## src/rtl/usb_multi_ep_protocol_ctrl.sv

```systemverilog
// USB full-speed transaction-level protocol controller for NUM_EP endpoints.
// Sequences OUT and IN transactions between the RX/TX packet engines, the AHB
// side and the shared data buffer. It keeps one DATA0/DATA1 toggle per endpoint.
// Optional feature macro PROTO_HS_TIMEOUT_EN: when defined, the wait for the host
// handshake after IN data gives up after HS_TO_CYC cycles.
module usb_multi_ep_protocol_ctrl #(
  parameter int NUM_EP    = 2,
  parameter int OCC_W     = 7,
  parameter int HS_TO_CYC = 800,
  localparam int EP_W     = (NUM_EP > 1) ? $clog2(NUM_EP) : 1
) (
  input  logic             clk,
  input  logic             n_rst,
  input  logic [2:0]       rx_packet,
  input  logic [3:0]       rx_endpoint,
  input  logic             rx_data_toggle,
  input  logic             tx_done,
  input  logic             buffer_reserved,
  input  logic [EP_W-1:0]  tx_ep,
  input  logic [OCC_W-1:0] tx_packet_data_size,
  input  logic [OCC_W-1:0] buffer_occupancy,
  output logic             rx_data_ready,
  output logic             rx_transfer_active,
  output logic             rx_error,
  output logic             tx_transfer_active,
  output logic             tx_error,
  output logic             clear,
  output logic [1:0]       tx_packet,
  output logic             tx_data_toggle,
  output logic             d_mode,
  output logic [EP_W-1:0]  active_ep
);

  localparam logic [2:0] RX_IDLE = 3'd0;
  localparam logic [2:0] RX_DATA = 3'd1;
  localparam logic [2:0] RX_OUT  = 3'd2;
  localparam logic [2:0] RX_IN   = 3'd3;
  localparam logic [2:0] RX_ACK  = 3'd4;
  localparam logic [2:0] RX_NAK  = 3'd5;
  localparam logic [2:0] RX_BAD  = 3'd6;

  localparam logic [1:0] TX_IDLE = 2'd0;
  localparam logic [1:0] TX_DATA = 2'd1;
  localparam logic [1:0] TX_ACK  = 2'd2;
  localparam logic [1:0] TX_NAK  = 2'd3;

  typedef enum logic [4:0] {
    S_IDLE, S_IGN_TOKEN, S_IGN_DATA, S_OUT_WAIT, S_OUT_DATA, S_BAD_WAIT,
    S_FLUSH, S_DUP_ACK, S_ACK_START, S_ACK_SEND, S_ACK_WAIT, S_DRAIN,
    S_HOLD_TOKEN, S_HOLD_DATA, S_AHB_FILL, S_TX_DATA, S_TX_STREAM, S_TX_WAIT,
    S_HS_WAIT, S_NAK_START, S_NAK_SEND, S_NAK_WAIT
  } state_t;

  state_t            state_q, state_d;
  logic [NUM_EP-1:0] toggle_q, toggle_d;
  logic [EP_W-1:0]   activeEp_q, activeEp_d;
  logic              rxToggle_q, rxToggle_d;
  logic              goodData_q, goodData_d;
  logic              nakOut_q, nakOut_d;
  logic              rxDataReady_q, rxDataReady_d;
  logic              rxError_q, rxError_d;
  logic              txError_q, txError_d;
  logic              clear_q, clear_d;
  logic              rxActive_q, rxActive_d;
  logic              txActive_q, txActive_d;
  logic [1:0]        txPacket_q, txPacket_d;
  logic              txDataToggle_q, txDataToggle_d;

  logic              takeToken, hsAck, hsFail;
  logic              tokenSeen, epValid, inReady;
  logic [EP_W-1:0]   tokenEp;
  logic [31:0]       tokenEpWide;

  assign tokenSeen   = (rx_packet == RX_OUT) || (rx_packet == RX_IN);
  assign tokenEpWide = 32'(rx_endpoint);
  assign epValid     = tokenEpWide < 32'(NUM_EP);
  assign tokenEp     = rx_endpoint[EP_W-1:0];
  // IN data is ready to go only when it belongs to the token's endpoint and the
  // AHB side has finished loading every byte it announced.
  assign inReady     = buffer_reserved && (tx_ep == tokenEp) &&
                       (buffer_occupancy == tx_packet_data_size);

`ifdef PROTO_HS_TIMEOUT_EN
  localparam int              CNT_W   = $clog2(HS_TO_CYC + 1);
  localparam logic [CNT_W-1:0] HS_LAST = CNT_W'(HS_TO_CYC);
  logic [CNT_W-1:0] hsCnt_q;

  // Handshake wait counter restarts from zero on every entry to HS_WAIT
  always_ff @(posedge clk or negedge n_rst) begin
    if (!n_rst)                  hsCnt_q <= '0;
    else if (state_q == S_HS_WAIT) hsCnt_q <= hsCnt_q + 1'b1;
    else                         hsCnt_q <= '0;
  end
`endif

  // Next-state logic plus the sticky status and toggle bookkeeping
  always_comb begin
    state_d       = state_q;
    toggle_d      = toggle_q;
    activeEp_d    = activeEp_q;
    rxToggle_d    = rxToggle_q;
    goodData_d    = goodData_q;
    nakOut_d      = nakOut_q;
    rxDataReady_d = rxDataReady_q;
    rxError_d     = rxError_q;
    txError_d     = txError_q;
    takeToken     = 1'b0;
    hsAck         = 1'b0;
    hsFail        = 1'b0;
    case (state_q)
      S_IDLE: begin
        if (tokenSeen) begin
          if (!epValid) begin
            state_d = (rx_packet == RX_OUT) ? S_IGN_TOKEN : S_IGN_DATA;
          end else begin
            takeToken = 1'b1;
            if (rx_packet == RX_OUT) begin
              state_d = S_OUT_WAIT;
            end else if (inReady) begin
              state_d = S_TX_DATA;
            end else begin
              state_d  = S_NAK_START;
              nakOut_d = 1'b0;
            end
          end
        end else if (rx_packet == RX_BAD) begin
          state_d  = S_NAK_START;
          nakOut_d = 1'b1;
        end else if (buffer_reserved) begin
          state_d = S_AHB_FILL;
        end
      end
      S_IGN_TOKEN: if ((rx_packet == RX_DATA) || (rx_packet == RX_BAD)) state_d = S_IGN_DATA;
      S_IGN_DATA:  if (rx_packet == RX_IDLE) state_d = S_IDLE;
      S_OUT_WAIT: begin
        if (rx_packet == RX_DATA) begin
          state_d    = S_OUT_DATA;
          rxToggle_d = rx_data_toggle;
        end else if (rx_packet == RX_BAD) begin
          state_d = S_BAD_WAIT;
        end
      end
      S_OUT_DATA: begin
        if (rx_packet == RX_IDLE) begin
          goodData_d = (rxToggle_q == toggle_q[activeEp_q]);
          state_d    = (rxToggle_q == toggle_q[activeEp_q]) ? S_ACK_START : S_DUP_ACK;
        end else if (rx_packet == RX_BAD) begin
          state_d = S_BAD_WAIT;
        end
      end
      S_BAD_WAIT: if (rx_packet == RX_IDLE) state_d = S_FLUSH;
      S_FLUSH: begin
        state_d  = S_NAK_START;
        nakOut_d = 1'b1;
      end
      S_DUP_ACK: state_d = S_ACK_START;
      S_ACK_START: begin
        state_d = S_ACK_SEND;
        if (goodData_q) begin
          toggle_d[activeEp_q] = ~toggle_q[activeEp_q];
          rxDataReady_d        = 1'b1;
        end
      end
      S_ACK_SEND: state_d = S_ACK_WAIT;
      S_ACK_WAIT: if (tx_done) state_d = S_DRAIN;
      S_DRAIN: begin
        if (buffer_occupancy == '0) begin
          state_d = S_IDLE;
        end else if (tokenSeen && epValid) begin
          takeToken = 1'b1;
          nakOut_d  = (rx_packet == RX_OUT);
          state_d   = (rx_packet == RX_OUT) ? S_HOLD_TOKEN : S_NAK_START;
        end
      end
      S_HOLD_TOKEN: if ((rx_packet == RX_DATA) || (rx_packet == RX_BAD)) state_d = S_HOLD_DATA;
      S_HOLD_DATA:  if (rx_packet == RX_IDLE) state_d = S_NAK_START;
      S_AHB_FILL: begin
        if (tokenSeen && epValid) begin
          takeToken = 1'b1;
          if (rx_packet == RX_OUT) begin
            state_d  = S_HOLD_TOKEN;
            nakOut_d = 1'b1;
          end else if (inReady) begin
            state_d = S_TX_DATA;
          end else begin
            state_d  = S_NAK_START;
            nakOut_d = 1'b0;
          end
        end else if (!buffer_reserved) begin
          state_d = S_IDLE;
        end
      end
      S_TX_DATA:   state_d = S_TX_STREAM;
      S_TX_STREAM: if (buffer_occupancy == '0) state_d = S_TX_WAIT;
      S_TX_WAIT:   if (tx_done) state_d = S_HS_WAIT;
      S_HS_WAIT: begin
        if (rx_packet == RX_ACK) begin
          state_d = S_IDLE;
          hsAck   = 1'b1;
        end else if (rx_packet == RX_NAK) begin
          state_d = S_IDLE;
          hsFail  = 1'b1;
        end
`ifdef PROTO_HS_TIMEOUT_EN
        else if (hsCnt_q == HS_LAST) begin
          state_d = S_IDLE;
          hsFail  = 1'b1;
        end
`endif
      end
      S_NAK_START: begin
        state_d = S_NAK_SEND;
        if (nakOut_q) rxError_d = 1'b1;
      end
      S_NAK_SEND: state_d = S_NAK_WAIT;
      S_NAK_WAIT: if (tx_done) state_d = S_IDLE;
      default:    state_d = S_IDLE;
    endcase
    if (takeToken) begin
      activeEp_d    = tokenEp;
      rxDataReady_d = 1'b0;
      rxError_d     = 1'b0;
      txError_d     = 1'b0;
    end
    if (hsAck)  toggle_d[activeEp_q] = ~toggle_q[activeEp_q];
    if (hsFail) txError_d = 1'b1;
  end

  // Moore outputs decoded from the next state so they register alongside it
  always_comb begin
    rxActive_d     = (state_d == S_OUT_DATA);
    txActive_d     = 1'b0;
    txPacket_d     = TX_IDLE;
    txDataToggle_d = 1'b0;
    clear_d        = hsFail || (state_d == S_FLUSH) || (state_d == S_DUP_ACK);
    case (state_d)
      S_ACK_START, S_ACK_WAIT, S_NAK_START, S_NAK_WAIT, S_TX_STREAM, S_TX_WAIT:
        txActive_d = 1'b1;
      S_ACK_SEND: begin
        txActive_d = 1'b1;
        txPacket_d = TX_ACK;
      end
      S_NAK_SEND: begin
        txActive_d = 1'b1;
        txPacket_d = TX_NAK;
      end
      S_TX_DATA: begin
        txActive_d     = 1'b1;
        txPacket_d     = TX_DATA;
        txDataToggle_d = toggle_q[activeEp_d];
      end
      default: txActive_d = 1'b0;
    endcase
  end

  // State, toggles and registered outputs, all cleared by reset
  always_ff @(posedge clk or negedge n_rst) begin
    if (!n_rst) begin
      state_q        <= S_IDLE;
      toggle_q       <= '0;
      activeEp_q     <= '0;
      rxToggle_q     <= 1'b0;
      goodData_q     <= 1'b0;
      nakOut_q       <= 1'b0;
      rxDataReady_q  <= 1'b0;
      rxError_q      <= 1'b0;
      txError_q      <= 1'b0;
      clear_q        <= 1'b0;
      rxActive_q     <= 1'b0;
      txActive_q     <= 1'b0;
      txPacket_q     <= TX_IDLE;
      txDataToggle_q <= 1'b0;
    end else begin
      state_q        <= state_d;
      toggle_q       <= toggle_d;
      activeEp_q     <= activeEp_d;
      rxToggle_q     <= rxToggle_d;
      goodData_q     <= goodData_d;
      nakOut_q       <= nakOut_d;
      rxDataReady_q  <= rxDataReady_d;
      rxError_q      <= rxError_d;
      txError_q      <= txError_d;
      clear_q        <= clear_d;
      rxActive_q     <= rxActive_d;
      txActive_q     <= txActive_d;
      txPacket_q     <= txPacket_d;
      txDataToggle_q <= txDataToggle_d;
    end
  end

  assign rx_data_ready      = rxDataReady_q;
  assign rx_transfer_active = rxActive_q;
  assign rx_error           = rxError_q;
  assign tx_transfer_active = txActive_q;
  assign tx_error           = txError_q;
  assign clear              = clear_q;
  assign tx_packet          = txPacket_q;
  assign tx_data_toggle     = txDataToggle_q;
  assign d_mode             = txActive_q;
  assign active_ep          = activeEp_q;

endmodule
```

## config.mk

```make
export PLATFORM = sky130hd
export DESIGN_NAME = usb_multi_ep_protocol_ctrl
export DESIGN_NICKNAME = d
export VERILOG_FILES = /design/src/rtl/usb_multi_ep_protocol_ctrl.sv
export SDC_FILE = /design/constraint.sdc
export NUM_CORES = 1
export LEC_CHECK = 0
export ABC_AREA = 1
export BUFFER_PORTS_ARGS = -buffer_cell sky130_fd_sc_hd__buf_2
export CAP_MARGIN = 20
export CORE_ASPECT_RATIO = 0.6
export CORE_MARGIN = 2
export CORE_UTILIZATION = 60
export CTS_CLUSTER_SIZE = 30
export DETAILED_ROUTE_END_ITERATION = 10
export PLACE_DENSITY = 0.86
export RECOVER_POWER = 50
export SKIP_CTS_REPAIR_TIMING = 1
export SYNTH_ARGS = -nofsm -noshare
export SYNTH_HDL_FRONTEND = slang
export SYNTH_SLANG_ARGS = --single-unit
```

## constraint.sdc

```tcl
create_clock -name clk -period 4.6 [get_ports clk]
set_input_delay 0.46 -clock clk [delete_from_list [all_inputs] [get_ports clk]]
set_output_delay 0.46 -clock clk [all_outputs]
set_load 0.01 [all_outputs]
```

# [Yosys cells after proc, flatten, opt, wreduce, memory -nomap -nowiden]
# Cells that the tools add are included.
[classes] order_cmp=4 eq_ne=48 mux=72 n_bitwise=1 reduce_logical=23
[ops] cell="$mux W5" n=26
[ops] cell="$pmux W5 S22" n=1
[ops] cell="$eq A5 B4 Y1 const B" n=12
[ops] cell="$eq A5 B5 Y1 const B" n=11
[ops] cell="$eq A5 B3 Y1 const B" n=7
[ops] cell="$mux W1" n=34
[ops] cell="$eq A5 B2 Y1 const B" n=2
[ops] cell="$reduce_bool A2 Y1" n=5
[ops] cell="$eq A3 B3 Y1 const B" n=3
[ops] cell="$ne A3 B3 Y1 const B" n=3
[ops] cell="$reduce_or A9 Y1" n=1
[ops] cell="$mux W2" n=4
[ops] cell="$reduce_and A2 Y1" n=4
[ops] cell="$eq A7 B7 Y1" n=1
[ops] cell="$logic_not A7 Y1" n=1
[ops] cell="$reduce_and A7 Y1" n=1
[ops] cell="$eq A3 B2 Y1 const B" n=2
[ops] cell="$ne A2 B2 Y1 const B" n=3
[ops] cell="$pmux W2 S3" n=1
[ops] cell="$eq A5 B1 Y1 const B" n=1
[ops] cell="$logic_not A5 Y1" n=1
[ops] cell="$bwmux W2" n=2
[ops] cell="$logic_and A1 B1 Y1" n=4
[ops] cell="$logic_or A1 B1 Y1" n=4
[ops] cell="12 further kinds" n=14
[word_totals] ff_bits=20 in_bits=27 out_inout_bits=11 elab_cells=162

# [Longest topological paths before layout]
# Gate-level depths: netlist of run 1.
[logic_depth] word_depth=11 depth_mapped=16 mapped_depth_nobuf=16

# [Worst setup path after synthesis of run 1]
# OpenSTA, ideal clock, no wires.
[synth_timing] path_kind="input to register" startpoint="input port rx_packet[0]" endpoint="register txActive_q, in the netlist d_mode" setup_time_ns=0.119 t_arrival_ns=1.618 required_time_ns=4.481 slack_ns=2.863 cell_stages=14 n_path_buf=0 cell_sequence="inv_2 -> nand2_1 -> nor2_1 -> nand2_1 -> nand3_1 -> nand3_1 -> nor2_1 -> nand2_1 -> nor2_2 -> nor2_2 -> nand3_1 -> nand2_2 -> nor2_1 -> nand2_1"
[synth_between] elab_chain_len=9 word_cells_on_any_way=42 cone_classes="eq/ne: 15; mux: 22; reduce/logical: 5"
[synth_rtl] item="start: declaration" line="14" text="input logic [2:0] rx_packet,"
[synth_rtl] item="$eq A3 B2 Y1, on equally long branches"
[synth_rtl] item="$logic_or A1 B1 Y1" line="74" text="assign tokenSeen = (rx_packet == RX_OUT) || (rx_packet == RX_IN);"
[synth_rtl] item="$logic_and A1 B1 Y1" line="169, 178"
[synth_rtl] item="$mux W5" line="169" text="end else if (tokenSeen && epValid) begin"
[synth_rtl] item="$mux W5" line="167" text="if (buffer_occupancy == '0) begin"
[synth_rtl] item="$pmux W5 S22 (*)" line="110" text="case (state_q)"
[synth_rtl] item="$eq A5 B4 Y1 / $eq A5 B5 Y1 (equally long branches)" line="236" text="case (state_d)"
[synth_rtl] item="$reduce_or A9 Y1 (no source line) (*)"
[synth_rtl] item="$mux W1 (*)" line="236"
[synth_rtl] item="net txActive_d" line="65" text="logic txActive_q, txActive_d;"
[synth_rtl] item="end signal: assignment" line="285" text="txActive_q <= txActive_d;"
[synth_rtl] item="end: declaration" line="65"
# The timed path passes the listed nets; every way through them passes the cells marked *.
# A chain may end at the register's enable or synchronous reset.

# [Worst setup path after layout of run 1]
[layout_timing] startpoint="register state_q[4]" endpoint="register txActive_q, in the netlist d_mode"
[layout_between] elab_chain_len=7 word_cells_on_any_way=55 cone_classes="eq/ne: 30; mux: 23; reduce/logical: 2"
[layout_rtl] item="start: declaration" line="54" text="state_t state_q, state_d;"
[layout_rtl] item="start signal: assignment" line="274" text="state_q <= state_d;"
[layout_rtl] item="$mux W5" line="129" text="end else if (buffer_reserved) begin"
[layout_rtl] item="$mux W5" line="126" text="end else if (rx_packet == RX_BAD) begin"
[layout_rtl] item="$mux W5" line="112" text="if (tokenSeen) begin"
[layout_rtl] item="$pmux W5 S22 (*)" line="110"
[layout_rtl] item="$eq A5 B4 Y1 / $eq A5 B5 Y1 (equally long branches)" line="236"
[layout_rtl] item="$reduce_or A9 Y1 (no source line) (*)"
[layout_rtl] item="$mux W1 (*)" line="236"
[layout_rtl] item="net txActive_d" line="65"
# Marked as above.

==> impl_results.html, run 1 <==
<table>
<tr><th>Metric</th><th>Value</th></tr>
<tr><th colspan="2">Outcome</th></tr>
<tr><td>Outcome</td><td>finished clean</td></tr>
<tr><th colspan="2">Power</th></tr>
<tr><td>VDD IR max</td><td>415 uV</td></tr>
<tr><td>Net Sw Frac</td><td>51.5%</td></tr>
<tr><td>Power per unit of standard cell area</td><td>547 nW/um^2</td></tr>
<tr><td>Flop pwr share</td><td>26.0%</td></tr>
<tr><td>Clk pwr share</td><td>14.4%</td></tr>
<tr><td>Cell Int Power</td><td>600 uW</td></tr>
<tr><td>Total net switching power</td><td>637 uW</td></tr>
<tr><td>Portion of total power attributed to combinational logic</td><td>59.6%</td></tr>
<tr><td>Total power of the final layout</td><td>1240 uW</td></tr>
<tr><td>Leakage power of the design</td><td>0.00134 uW</td></tr>
<tr><th colspan="2">Placement</th></tr>
<tr><td>Routability congestion estimate</td><td>1.07</td></tr>
<tr><td>Placed Cells incl. Taps</td><td>417</td></tr>
<tr><td>Quantity of I/O buffers inserted on ports</td><td>37</td></tr>
<tr><td>Area of placed instances</td><td>2200 um^2</td></tr>
<tr><td>DP HPWL</td><td>4970 um</td></tr>
<tr><th colspan="2">Worst setup path</th></tr>
<tr><td>Maximum fanout encountered on the critical timing path</td><td>11</td></tr>
<tr><td>Worst setup path class</td><td>reg -&gt; reg</td></tr>
<tr><td>Most Frequent Cell on Critical Path</td><td>sky130_fd_sc_hd__nor2_1</td></tr>
<tr><td>Critical register-to-register path startpoint</td><td>state_q[4]$_DFF_PN0_</td></tr>
<tr><td>Start point of the critical path</td><td>state_q[4]$_DFF_PN0_</td></tr>
<tr><td>FF-to-FF End</td><td>d_mode$_DFF_PN0_</td></tr>
<tr><td>CP Launch Type</td><td>register</td></tr>
<tr><td>Cells along the critical path</td><td>inv_1 -&gt; nand3_1 -&gt; nor2_2 -&gt; nor2_1 -&gt; nand2_1 -&gt; nor2_1 -&gt; nand3_1 -&gt; nor2_1 -&gt; nor2_2 -&gt; nand3_1 -&gt; nand2_2 -&gt; nor2_1 -&gt; nand2_1</td></tr>
<tr><td>Critical Path RT</td><td>4.75 ns</td></tr>
<tr><td>Largest stage delay on the critical path</td><td>0.55 ns</td></tr>
<tr><td>Reg2reg path depth</td><td>13</td></tr>
<tr><td>Nature of the critical path endpoint</td><td>register</td></tr>
<tr><td>Critical Path AT</td><td>2.46 ns</td></tr>
<tr><td>Register-to-register setup slack</td><td>2.29 ns</td></tr>
<tr><td>Cell at the slowest stage of the critical path</td><td>sky130_fd_sc_hd__dfrtp_1</td></tr>
<tr><th colspan="2">Logic synthesis</th></tr>
<tr><td>Post-Syn Instances</td><td>338</td></tr>
<tr><td>Flip-flop and latch count after synthesis</td><td>20</td></tr>
<tr><td>Count of flip-flops with a built-in enable after synthesis</td><td>0</td></tr>
<tr><td>FFs w/ async S/R, synth</td><td>100%</td></tr>
<tr><td>Area leader, netlist</td><td>sky130_fd_sc_hd__dfrtp_1</td></tr>
<tr><td>Area share of and/or/nand/nor cells after synthesis</td><td>53.2%</td></tr>
<tr><td>Leading post-synthesis cells by cell area</td><td>sky130_fd_sc_hd__dfrtp_1 25%, sky130_fd_sc_hd__nand2_1 20%, sky130_fd_sc_hd__nand3_1 10%, sky130_fd_sc_hd__nor2_1 10%, sky130_fd_sc_hd__inv_1 8.0%</td></tr>
<tr><td>Multiplexer share of the synthesized area</td><td>0%</td></tr>
<tr><td>Synthesized area</td><td>1970 um^2</td></tr>
<tr><td>Net count of the mapped netlist</td><td>365</td></tr>
<tr><td>Xor/xnor cell area share of the yosys netlist</td><td>1.77%</td></tr>
<tr><td>Number of warning messages in the yosys log</td><td>0</td></tr>
<tr><td>Area fraction in compound gates after synthesis</td><td>8.56%</td></tr>
<tr><td>Synth cell types</td><td>31</td></tr>
<tr><td>Area share of fa/ha/maj cells after synthesis</td><td>0%</td></tr>
<tr><td>Share of the yosys chip area belonging to registers</td><td>25.3%</td></tr>
<tr><td>Top cell type's share of synthesized area</td><td>25.3%</td></tr>
<tr><td>Dominant combinational cell family by area after synthesis</td><td>simple AND/OR/NAND/NOR gates</td></tr>
<tr><td>Main synth FF type</td><td>sky130_fd_sc_hd__dfrtp_1</td></tr>
<tr><td>Synthesized area per cell</td><td>5.84 um^2</td></tr>
<tr><th colspan="2">Clock tree</th></tr>
<tr><td>Source-to-sink clock delay at the later pin of the worst-skew pair</td><td>0.26 ns</td></tr>
<tr><td>CTS tree</td><td>done</td></tr>
<tr><td># clock sinks</td><td>20</td></tr>
<tr><td>Root buffer selected by CTS</td><td>sky130_fd_sc_hd__clkbuf_8</td></tr>
<tr><td>Level count of the clock H-tree</td><td>1</td></tr>
<tr><td>Total CTS buffers</td><td>3</td></tr>
<tr><td>Post-CTS clock slew at the launch and capture registers of the worst setup and hold paths</td><td>0.08 ns</td></tr>
<tr><td>Maximum buffer depth of the clock tree</td><td>2</td></tr>
<tr><th colspan="2">Floorplan</th></tr>
<tr><td>Die boundary height</td><td>48.4 um</td></tr>
<tr><td>Row Count</td><td>16</td></tr>
<tr><td>Die Area</td><td>3780 um^2</td></tr>
<tr><td>Initial core utilization</td><td>61.6%</td></tr>
<tr><td>Core Footprint</td><td>3200 um^2</td></tr>
<tr><td>Die outline width</td><td>78.1 um</td></tr>
<tr><td># IOs</td><td>38</td></tr>
<tr><th colspan="2">Layout</th></tr>
<tr><td>Count of non-filler cells in the finished layout</td><td>421</td></tr>
<tr><td>Antenna diode count</td><td>0</td></tr>
<tr><td>Nets@finish</td><td>404</td></tr>
<tr><td>Summed area of non-filler cells in the final layout</td><td>2260 um^2</td></tr>
<tr><td>Share of cells above drive strength 1</td><td>18.9%</td></tr>
<tr><td>P&amp;R area growth vs syn</td><td>14.6%</td></tr>
<tr><td>Commonest cells after routing, fill and taps aside</td><td>103 x sky130_fd_sc_hd__nand2_1, 53 x sky130_fd_sc_hd__nor2_1, 42 x sky130_fd_sc_hd__inv_1</td></tr>
<tr><td>Leading cell type in the layout, fill and taps excluded</td><td>sky130_fd_sc_hd__nand2_1</td></tr>
<tr><th colspan="2">Routing</th></tr>
<tr><td>Starting DRC count in detailed routing</td><td>286</td></tr>
<tr><td>Drt pass-1 iters</td><td>6</td></tr>
<tr><td>Antenna violation net count after detailed routing</td><td>0</td></tr>
<tr><td>Via total after detailed routing</td><td>2,368</td></tr>
<tr><td>Detailed-route DRC error count</td><td>0</td></tr>
<tr><td>Sum of routed wire length over all layers</td><td>6050 um</td></tr>
<tr><td>Average detailed-routed wire length per instance</td><td>14.4 um</td></tr>
<tr><td>Via count normalized by instance count</td><td>5.62</td></tr>
<tr><th colspan="2">Worst hold path</th></tr>
<tr><td>Worst min path class</td><td>in -&gt; async</td></tr>
<tr><th colspan="2">Timing</th></tr>
<tr><td>Worst-case headroom to the max-slew limit</td><td>23.3%</td></tr>
<tr><td>Hold Vio Cnt, Final</td><td>0</td></tr>
<tr><td>Worst Max-Slew Pin Slew</td><td>1.15 ns</td></tr>
<tr><td>Achievable Freq</td><td>0.433 GHz</td></tr>
<tr><td>Min Clock Period, post-route</td><td>2.31 ns</td></tr>
<tr><td>Setup TNS after final layout</td><td>0 ns</td></tr>
<tr><td>RSZ-0062 raised after global routing</td><td>no</td></tr>
<tr><td>Worst clock skew</td><td>0.00157 ns</td></tr>
<tr><td>Max Transition Viols Final</td><td>0</td></tr>
<tr><td>Tcrit/Tclk final</td><td>50.2%</td></tr>
<tr><td>Post-route worst hold slack</td><td>0.404 ns</td></tr>
<tr><td>Total setup violations reported at the end of the flow</td><td>0</td></tr>
<tr><th colspan="2">Global route</th></tr>
<tr><td>Overall routing resource usage</td><td>33.7%</td></tr>
<tr><td>Global-route wire length before repair</td><td>10,000 um</td></tr>
<tr><td>Pin count of the biggest net entering global routing</td><td>21</td></tr>
<tr><td>Final global-route overflow total</td><td>0</td></tr>
<tr><td>Number of antenna violations at the first check in global routing</td><td>0</td></tr>
<tr><td>Number of global-route vias before repair</td><td>2,042</td></tr>
<tr><th colspan="2">Flow run</th></tr>
<tr><td>Count of maximum capacitance violations</td><td>0</td></tr>
</table>
per-stage QoR:
step                setup slack, ns  utilization, %
global route                   2.22            70.6
detailed placement             2.38            68.6
global placement               2.40            68.6
CTS                            2.44            70.9
finish                         2.29            70.6
floorplan                      2.86               -
sequential cells by signal, summed over array words and instances, names as in the netlist:
name,count
active_ep,1
goodData_q,1
state_q,5
rx_transfer_active,1
tx_data_toggle,1
clear,1
d_mode,1
rx_error,1
tx_error,1
tx_packet,2
nakOut_q,1
rx_data_ready,1
toggle_q,2
rxToggle_q,1
cells in the mapped netlist (2+ instances only):
| library cell | n |
|---|---|
| sky130_fd_sc_hd__nand2_1 | 103 |
| sky130_fd_sc_hd__nor2_1 | 53 |
| sky130_fd_sc_hd__inv_1 | 42 |
| sky130_fd_sc_hd__nand3_1 | 41 |
| sky130_fd_sc_hd__dfrtp_1 | 20 |
| sky130_fd_sc_hd__inv_2 | 10 |
| sky130_fd_sc_hd__nand2_2 | 7 |
| sky130_fd_sc_hd__nor2_2 | 7 |
| sky130_fd_sc_hd__nand4_1 | 6 |
| sky130_fd_sc_hd__o21ai_0 | 6 |
| sky130_fd_sc_hd__nor2_4 | 5 |
| sky130_fd_sc_hd__nor3_1 | 5 |
| sky130_fd_sc_hd__a21oi_1 | 4 |
| sky130_fd_sc_hd__o21ai_1 | 4 |
| sky130_fd_sc_hd__nand3_2 | 3 |
| sky130_fd_sc_hd__xor2_1 | 3 |
| sky130_fd_sc_hd__a22oi_1 | 2 |
| sky130_fd_sc_hd__a31oi_1 | 2 |
| sky130_fd_sc_hd__buf_2 | 2 |
| sky130_fd_sc_hd__o211ai_1 | 2 |
critical path, delay by kind of cell (launching register included):
kind                   cells  cell delay, ns
AND/OR/NAND/NOR           12            1.44
flip-flops                 1            0.55
buffers and inverters      1            0.19
power by group through the flow:
stage               combinational [uW]  sequential, uW  clock [uW]
floorplan                          538             305           0
global placement                   716             322           0
detailed placement                 710             322           0
CTS                                714             319         182
global route                       820             330         190
finish                             737             322         178
final cells by class:
cell class / count / area, um^2
Timing Repair Buffer: 37 / 178
Tap cell: 45 / 56.3
Clock inverter: 1 / 30.0
Sequential cell: 20 / 500
Multi-Input combinational cell: 262 / 1250
Fill cell: 291 / 941
Inverter: 53 / 201
Clock buffer: 3 / 41.3
routing by layer:
layer / global-route usage, % / wire length, um / up-vias
li1: - / - / 1147
met1: 53.0 / 2740 / 1031
met2: 43.1 / 2250 / 178
met3: 12.5 / 960 / 12
met4: 7.31 / 104 / 0
met5: 0 / 0 / -
how the worst max path moves through the flow:
stage | end | depth (start not counted)
after floorplan | d_mode$_DFF_PN0_ | 14
after global placement | d_mode$_DFF_PN0_ | 13
after detailed placement | d_mode$_DFF_PN0_ | 13
after CTS | d_mode$_DFF_PN0_ | 13
after global routing | d_mode$_DFF_PN0_ | 13
final | d_mode$_DFF_PN0_ | 13
kinds of logic after synthesis:
kind of cell,after synthesis
compound gates,26
simple gates,232
buf+inv,56
xor+xnor,4
flops,20
Note: power is estimated with default switching activity, not from simulation.
==> run 2: changes to the inputs <==
- ABC_AREA: 1 -> 0
- CORE_UTILIZATION: 60 -> 55
- PLACE_DENSITY: 0.86 -> 0.8
- clock period: 4.6 -> 2.3 ns (I/O delays scaled with it)
==> run 2 against run 1 <==
Compared with the run above:
- the flow now finishes with violations (negative setup slack)
- global-route usage rose by 2.2 points
- critical path type unchanged
- count of clock-buffer cells in the layout did not move
- synthesized cell count fell by 33%
- utilization rose by 19 points
==> impl_results.html, run 2 <==
<table>
<tr><th>Metric</th><th>Value</th></tr>
<tr><th colspan="2">Layout</th></tr>
<tr><td>Commonest cells after routing, fill and taps aside</td><td>74 x sky130_fd_sc_hd__buf_4, 33 x sky130_fd_sc_hd__buf_2, 19 x sky130_fd_sc_hd__nor2_1, 19 x sky130_fd_sc_hd__dfrtp_1, 14 x sky130_fd_sc_hd__nand2_1</td></tr>
<tr><td>Nets@finish</td><td>356 (-12%)</td></tr>
<tr><td>Largest register by flop count</td><td>state_q</td></tr>
<tr><td>Count of non-filler cells in the finished layout</td><td>370 (-12%)</td></tr>
<tr><td>P&amp;R area growth vs syn</td><td>50.9%</td></tr>
<tr><td>Antenna diode count</td><td>0 (unchanged)</td></tr>
<tr><td>Leading cell type in the layout, fill and taps excluded</td><td>sky130_fd_sc_hd__buf_4</td></tr>
<tr><td>Largest register FFs</td><td>5 (unchanged)</td></tr>
<tr><td>Core utilization of the finished layout</td><td>90.1% (+19 points)</td></tr>
<tr><td>Share of cells above drive strength 1</td><td>42.1% (+23 points)</td></tr>
<tr><th colspan="2">Flow run</th></tr>
<tr><td>Count of maximum capacitance violations</td><td>0 (unchanged)</td></tr>
<tr><th colspan="2">Timing</th></tr>
<tr><td>Hold Vio Cnt, Final</td><td>0 (unchanged)</td></tr>
<tr><td>Post-route worst hold slack</td><td>0.192 ns (-0.212 ns)</td></tr>
<tr><td>Worst-case setup margin in the final layout</td><td>-0.198 ns (-2.49 ns)</td></tr>
<tr><td>Max Transition Viols Final</td><td>0 (unchanged)</td></tr>
<tr><td>Worst Max-Slew Pin Slew</td><td>1.14 ns (-0.0129 ns)</td></tr>
<tr><td>Setup TNS after final layout</td><td>-0.277 ns (-0.277 ns)</td></tr>
<tr><td>Achievable Freq</td><td>0.400 GHz (-7.5%)</td></tr>
<tr><td>Tcrit/Tclk final</td><td>109% (+58 points)</td></tr>
<tr><td>Min Clock Period, post-route</td><td>2.50 ns (+0.187 ns)</td></tr>
<tr><td>Total setup violations reported at the end of the flow</td><td>3 (+3)</td></tr>
<tr><td>RSZ-0062 raised after global routing</td><td>yes</td></tr>
<tr><td>Worst-case headroom to the max-slew limit</td><td>24.1% (+0.86 points)</td></tr>
<tr><td>Worst clock skew</td><td>0.00579 ns (+0.00422 ns)</td></tr>
<tr><th colspan="2">Logic synthesis</th></tr>
<tr><td>Post-Syn Instances</td><td>225 (-33%)</td></tr>
<tr><td>Main synth FF type</td><td>sky130_fd_sc_hd__dfrtp_1</td></tr>
<tr><td>Area leader, netlist</td><td>sky130_fd_sc_hd__dfrtp_1</td></tr>
<tr><td>Leading post-synthesis cells by cell area</td><td>sky130_fd_sc_hd__dfrtp_1 28%, sky130_fd_sc_hd__xor2_1 4.4%, sky130_fd_sc_hd__nor2_1 4.2%, sky130_fd_sc_hd__nor2b_1 4.2%, sky130_fd_sc_hd__a21oi_1 3.7%</td></tr>
<tr><td>Synth cell types</td><td>54 (+74%)</td></tr>
<tr><td>Count of flip-flops with a built-in enable after synthesis</td><td>0 (unchanged)</td></tr>
<tr><td>Flip-flop and latch count after synthesis</td><td>20 (unchanged)</td></tr>
<tr><td>Number of warning messages in the yosys log</td><td>0 (unchanged)</td></tr>
<tr><td>Net count of the mapped netlist</td><td>252 (-31%)</td></tr>
<tr><td>Synthesized area per cell</td><td>7.91 um^2 (+35%)</td></tr>
<tr><td>Top cell type's share of synthesized area</td><td>28.1% (+2.8 points)</td></tr>
<tr><td>Leading cell types by count after synthesis</td><td>20 x sky130_fd_sc_hd__dfrtp_1, 20 x sky130_fd_sc_hd__nor2_1, 14 x sky130_fd_sc_hd__nand2_1</td></tr>
<tr><td>Share of the yosys chip area belonging to registers</td><td>28.1% (+2.8 points)</td></tr>
<tr><td>FFs w/ async S/R, synth</td><td>100% (unchanged)</td></tr>
<tr><td>Synthesized area</td><td>1780 um^2 (-9.8%)</td></tr>
<tr><th colspan="2">Worst setup path</th></tr>
<tr><td>Critical Path RT</td><td>2.48 ns (-2.27 ns)</td></tr>
<tr><td>Largest stage delay on the critical path</td><td>0.47 ns (-0.08 ns)</td></tr>
<tr><td>Maximum fanout encountered on the critical timing path</td><td>4 (-7)</td></tr>
<tr><td>Nature of the critical path endpoint</td><td>register</td></tr>
<tr><td>Critical Path AT</td><td>2.68 ns (+0.22 ns)</td></tr>
<tr><td>Largest delay share family, worst path</td><td>simple AND/OR/NAND/NOR gates</td></tr>
<tr><td>CP Launch Type</td><td>register</td></tr>
<tr><td>Worst setup path class</td><td>reg -&gt; reg</td></tr>
<tr><td>Cell at the slowest stage of the critical path</td><td>sky130_fd_sc_hd__or4_4</td></tr>
<tr><td>Critical path buffer and inverter count</td><td>0 (-1)</td></tr>
<tr><td>Cells along the critical path</td><td>nor4_2 -&gt; mux2i_4 -&gt; a221oi_2 -&gt; o2111ai_1 -&gt; or4_4 -&gt; and2_1 -&gt; o21a_1 -&gt; o31ai_2</td></tr>
<tr><th colspan="2">Worst hold path</th></tr>
<tr><td>Worst min path class</td><td>in -&gt; reg</td></tr>
<tr><th colspan="2">Clock tree</th></tr>
<tr><td>Total CTS buffers</td><td>3 (unchanged)</td></tr>
<tr><td>Root buffer selected by CTS</td><td>sky130_fd_sc_hd__clkbuf_8</td></tr>
<tr><td>Level count of the clock H-tree</td><td>1 (unchanged)</td></tr>
<tr><td>CTS tree</td><td>done</td></tr>
<tr><td>Source-to-sink clock delay at the later pin of the worst-skew pair</td><td>0.27 ns (about the same)</td></tr>
<tr><td># clock sinks</td><td>20 (unchanged)</td></tr>
<tr><td>Post-CTS clock slew at the launch and capture registers of the worst setup and hold paths</td><td>0.08 ns (about the same)</td></tr>
<tr><td>Maximum buffer depth of the clock tree</td><td>2 (unchanged)</td></tr>
<tr><th colspan="2">Power</th></tr>
<tr><td>Total net switching power</td><td>1360 uW (+110%)</td></tr>
<tr><td>Power per unit of standard cell area</td><td>1160 nW/um^2 (+110%)</td></tr>
<tr><td>VDD IR max</td><td>1130 uV (+170%)</td></tr>
<tr><td>Flop pwr share</td><td>19.6% (-6.4 points)</td></tr>
<tr><td>Cell Int Power</td><td>1760 uW (+190%)</td></tr>
<tr><td>Net Sw Frac</td><td>43.6% (-7.9 points)</td></tr>
<tr><td>Leakage power of the design</td><td>0.00126 uW (-6.3%)</td></tr>
<tr><td>Clk pwr share</td><td>11.5% (-2.9 points)</td></tr>
<tr><td>Portion of total power attributed to combinational logic</td><td>68.9% (+9.3 points)</td></tr>
<tr><th colspan="2">Routing</th></tr>
<tr><td>Sum of routed wire length over all layers</td><td>7330 um (+21%)</td></tr>
<tr><td>Via total after detailed routing</td><td>2,463 (+4.0%)</td></tr>
<tr><td>Drt pass-1 iters</td><td>5 (-1)</td></tr>
<tr><td>Antenna violation net count after detailed routing</td><td>0 (unchanged)</td></tr>
<tr><td>Average detailed-routed wire length per instance</td><td>19.8 um (+38%)</td></tr>
<tr><td>Via count normalized by instance count</td><td>6.66 (+18%)</td></tr>
<tr><td>Starting DRC count in detailed routing</td><td>391 (+37%)</td></tr>
<tr><td>Detailed-route DRC error count</td><td>0 (unchanged)</td></tr>
<tr><th colspan="2">Outcome</th></tr>
<tr><td>Outcome</td><td>finished with violations</td></tr>
<tr><td>Failing checks</td><td>negative setup slack</td></tr>
<tr><th colspan="2">Floorplan</th></tr>
<tr><td>Core Footprint</td><td>2980 um^2 (-6.8%)</td></tr>
<tr><td>Die boundary height</td><td>48.1 um (-0.75%)</td></tr>
<tr><td>Die Area</td><td>3720 um^2 (-1.5%)</td></tr>
<tr><td>Row Count</td><td>15 (-1)</td></tr>
<tr><td>Die outline width</td><td>77.5 um (-0.78%)</td></tr>
<tr><td># IOs</td><td>38 (unchanged)</td></tr>
<tr><td>Initial core utilization</td><td>59.7% (-2.0 points)</td></tr>
<tr><th colspan="2">Global route</th></tr>
<tr><td>Final global-route overflow total</td><td>0 (unchanged)</td></tr>
<tr><td>Number of antenna violations at the first check in global routing</td><td>0 (unchanged)</td></tr>
<tr><td>Global-route wire length before repair</td><td>10,000 um (about the same)</td></tr>
<tr><td>Number of global-route vias before repair</td><td>2,040 (-0.098%)</td></tr>
<tr><td>Pin count of the biggest net entering global routing</td><td>21 (unchanged)</td></tr>
<tr><td>Overall routing resource usage</td><td>36.0% (+2.2 points)</td></tr>
<tr><th colspan="2">Placement</th></tr>
<tr><td>Quantity of I/O buffers inserted on ports</td><td>37 (unchanged)</td></tr>
<tr><td>DP HPWL</td><td>5160 um (+3.8%)</td></tr>
<tr><td>Placed Cells incl. Taps</td><td>356 (-15%)</td></tr>
<tr><td>Routability congestion estimate</td><td>1.08 (+0.74%)</td></tr>
</table>
## run 2: metal layers
metal  up-vias  share of wire, %  track usage, %
met5         -                 0               0
li1       1051                 -               -
met3        50                14            10.9
met1      1130                38            47.5
met4         0               4.1            11.8
met2       232                44            58.4
## run 2: power groups by stage
| stage | logic (uW) | clock network, uW | registers (uW) |
|---|---|---|---|
| after CTS | 1870 | 354 | 580 |
| after global routing | 2260 | 369 | 624 |
| after global placement | 1830 | 0 | 581 |
| after floorplan | 1000 | 0 | 570 |
| after detailed placement | 1860 | 0 | 586 |
| final | 2150 | 358 | 613 |
## run 2: final timing paths
path	start	endpoint	slack [ns]	depth (start not counted)
setup / recovery	rxToggle_q$_DFFE_PN0P_	d_mode$_DFF_PN0_	-0.20	8
hold / removal	rx_data_toggle	rxToggle_q$_DFFE_PN0P_	0.19	2
setup reg to reg	rxToggle_q$_DFFE_PN0P_	d_mode$_DFF_PN0_	-0.20	8
hold reg to reg	rx_data_ready$_DFFE_PN0P_	rx_data_ready$_DFFE_PN0P_	0.52	2
max in group asynchronous	n_rst	state_q[0]$_DFF_PN0_	0.85	2
min in group asynchronous	n_rst	nakOut_q$_DFFE_PN0P_	0.70	2
## run 2: final cells by class
cell class                      count  area, um^2
Tap cell                           42        52.6
Multi-Input combinational cell    184        1280
Sequential cell                    20         502
Clock buffer                        3        41.3
Fill cell                         147         297
Clock inverter                      1        30.0
Timing Repair Buffer              114         761
Inverter                            6        22.5
## run 2: stage by stage
step	cell area [um^2]	setup slack, ns	total power (uW)
6_report	2690	-0.198	3120
5_1_grt	2690	-0.294	3250
4_1_cts	2540	-0.217	2810
3_5_place_dp	2470	-0.245	2450
3_3_place_gp	2470	-0.144	2410
2_1_floorplan	1790	-0.0299	1570
## run 2: cell families after synthesis
kind of cell | Yosys count | share of synthesized area [%]
and+or+nand+nor | 107 | 34.2
xor gates and xnor gates | 11 | 5.41
buffers and inverters | 21 | 4.92
muxes | 7 | 4.08
AOI/OAI and AO/OA | 59 | 23.3
DFF | 20 | 28.1
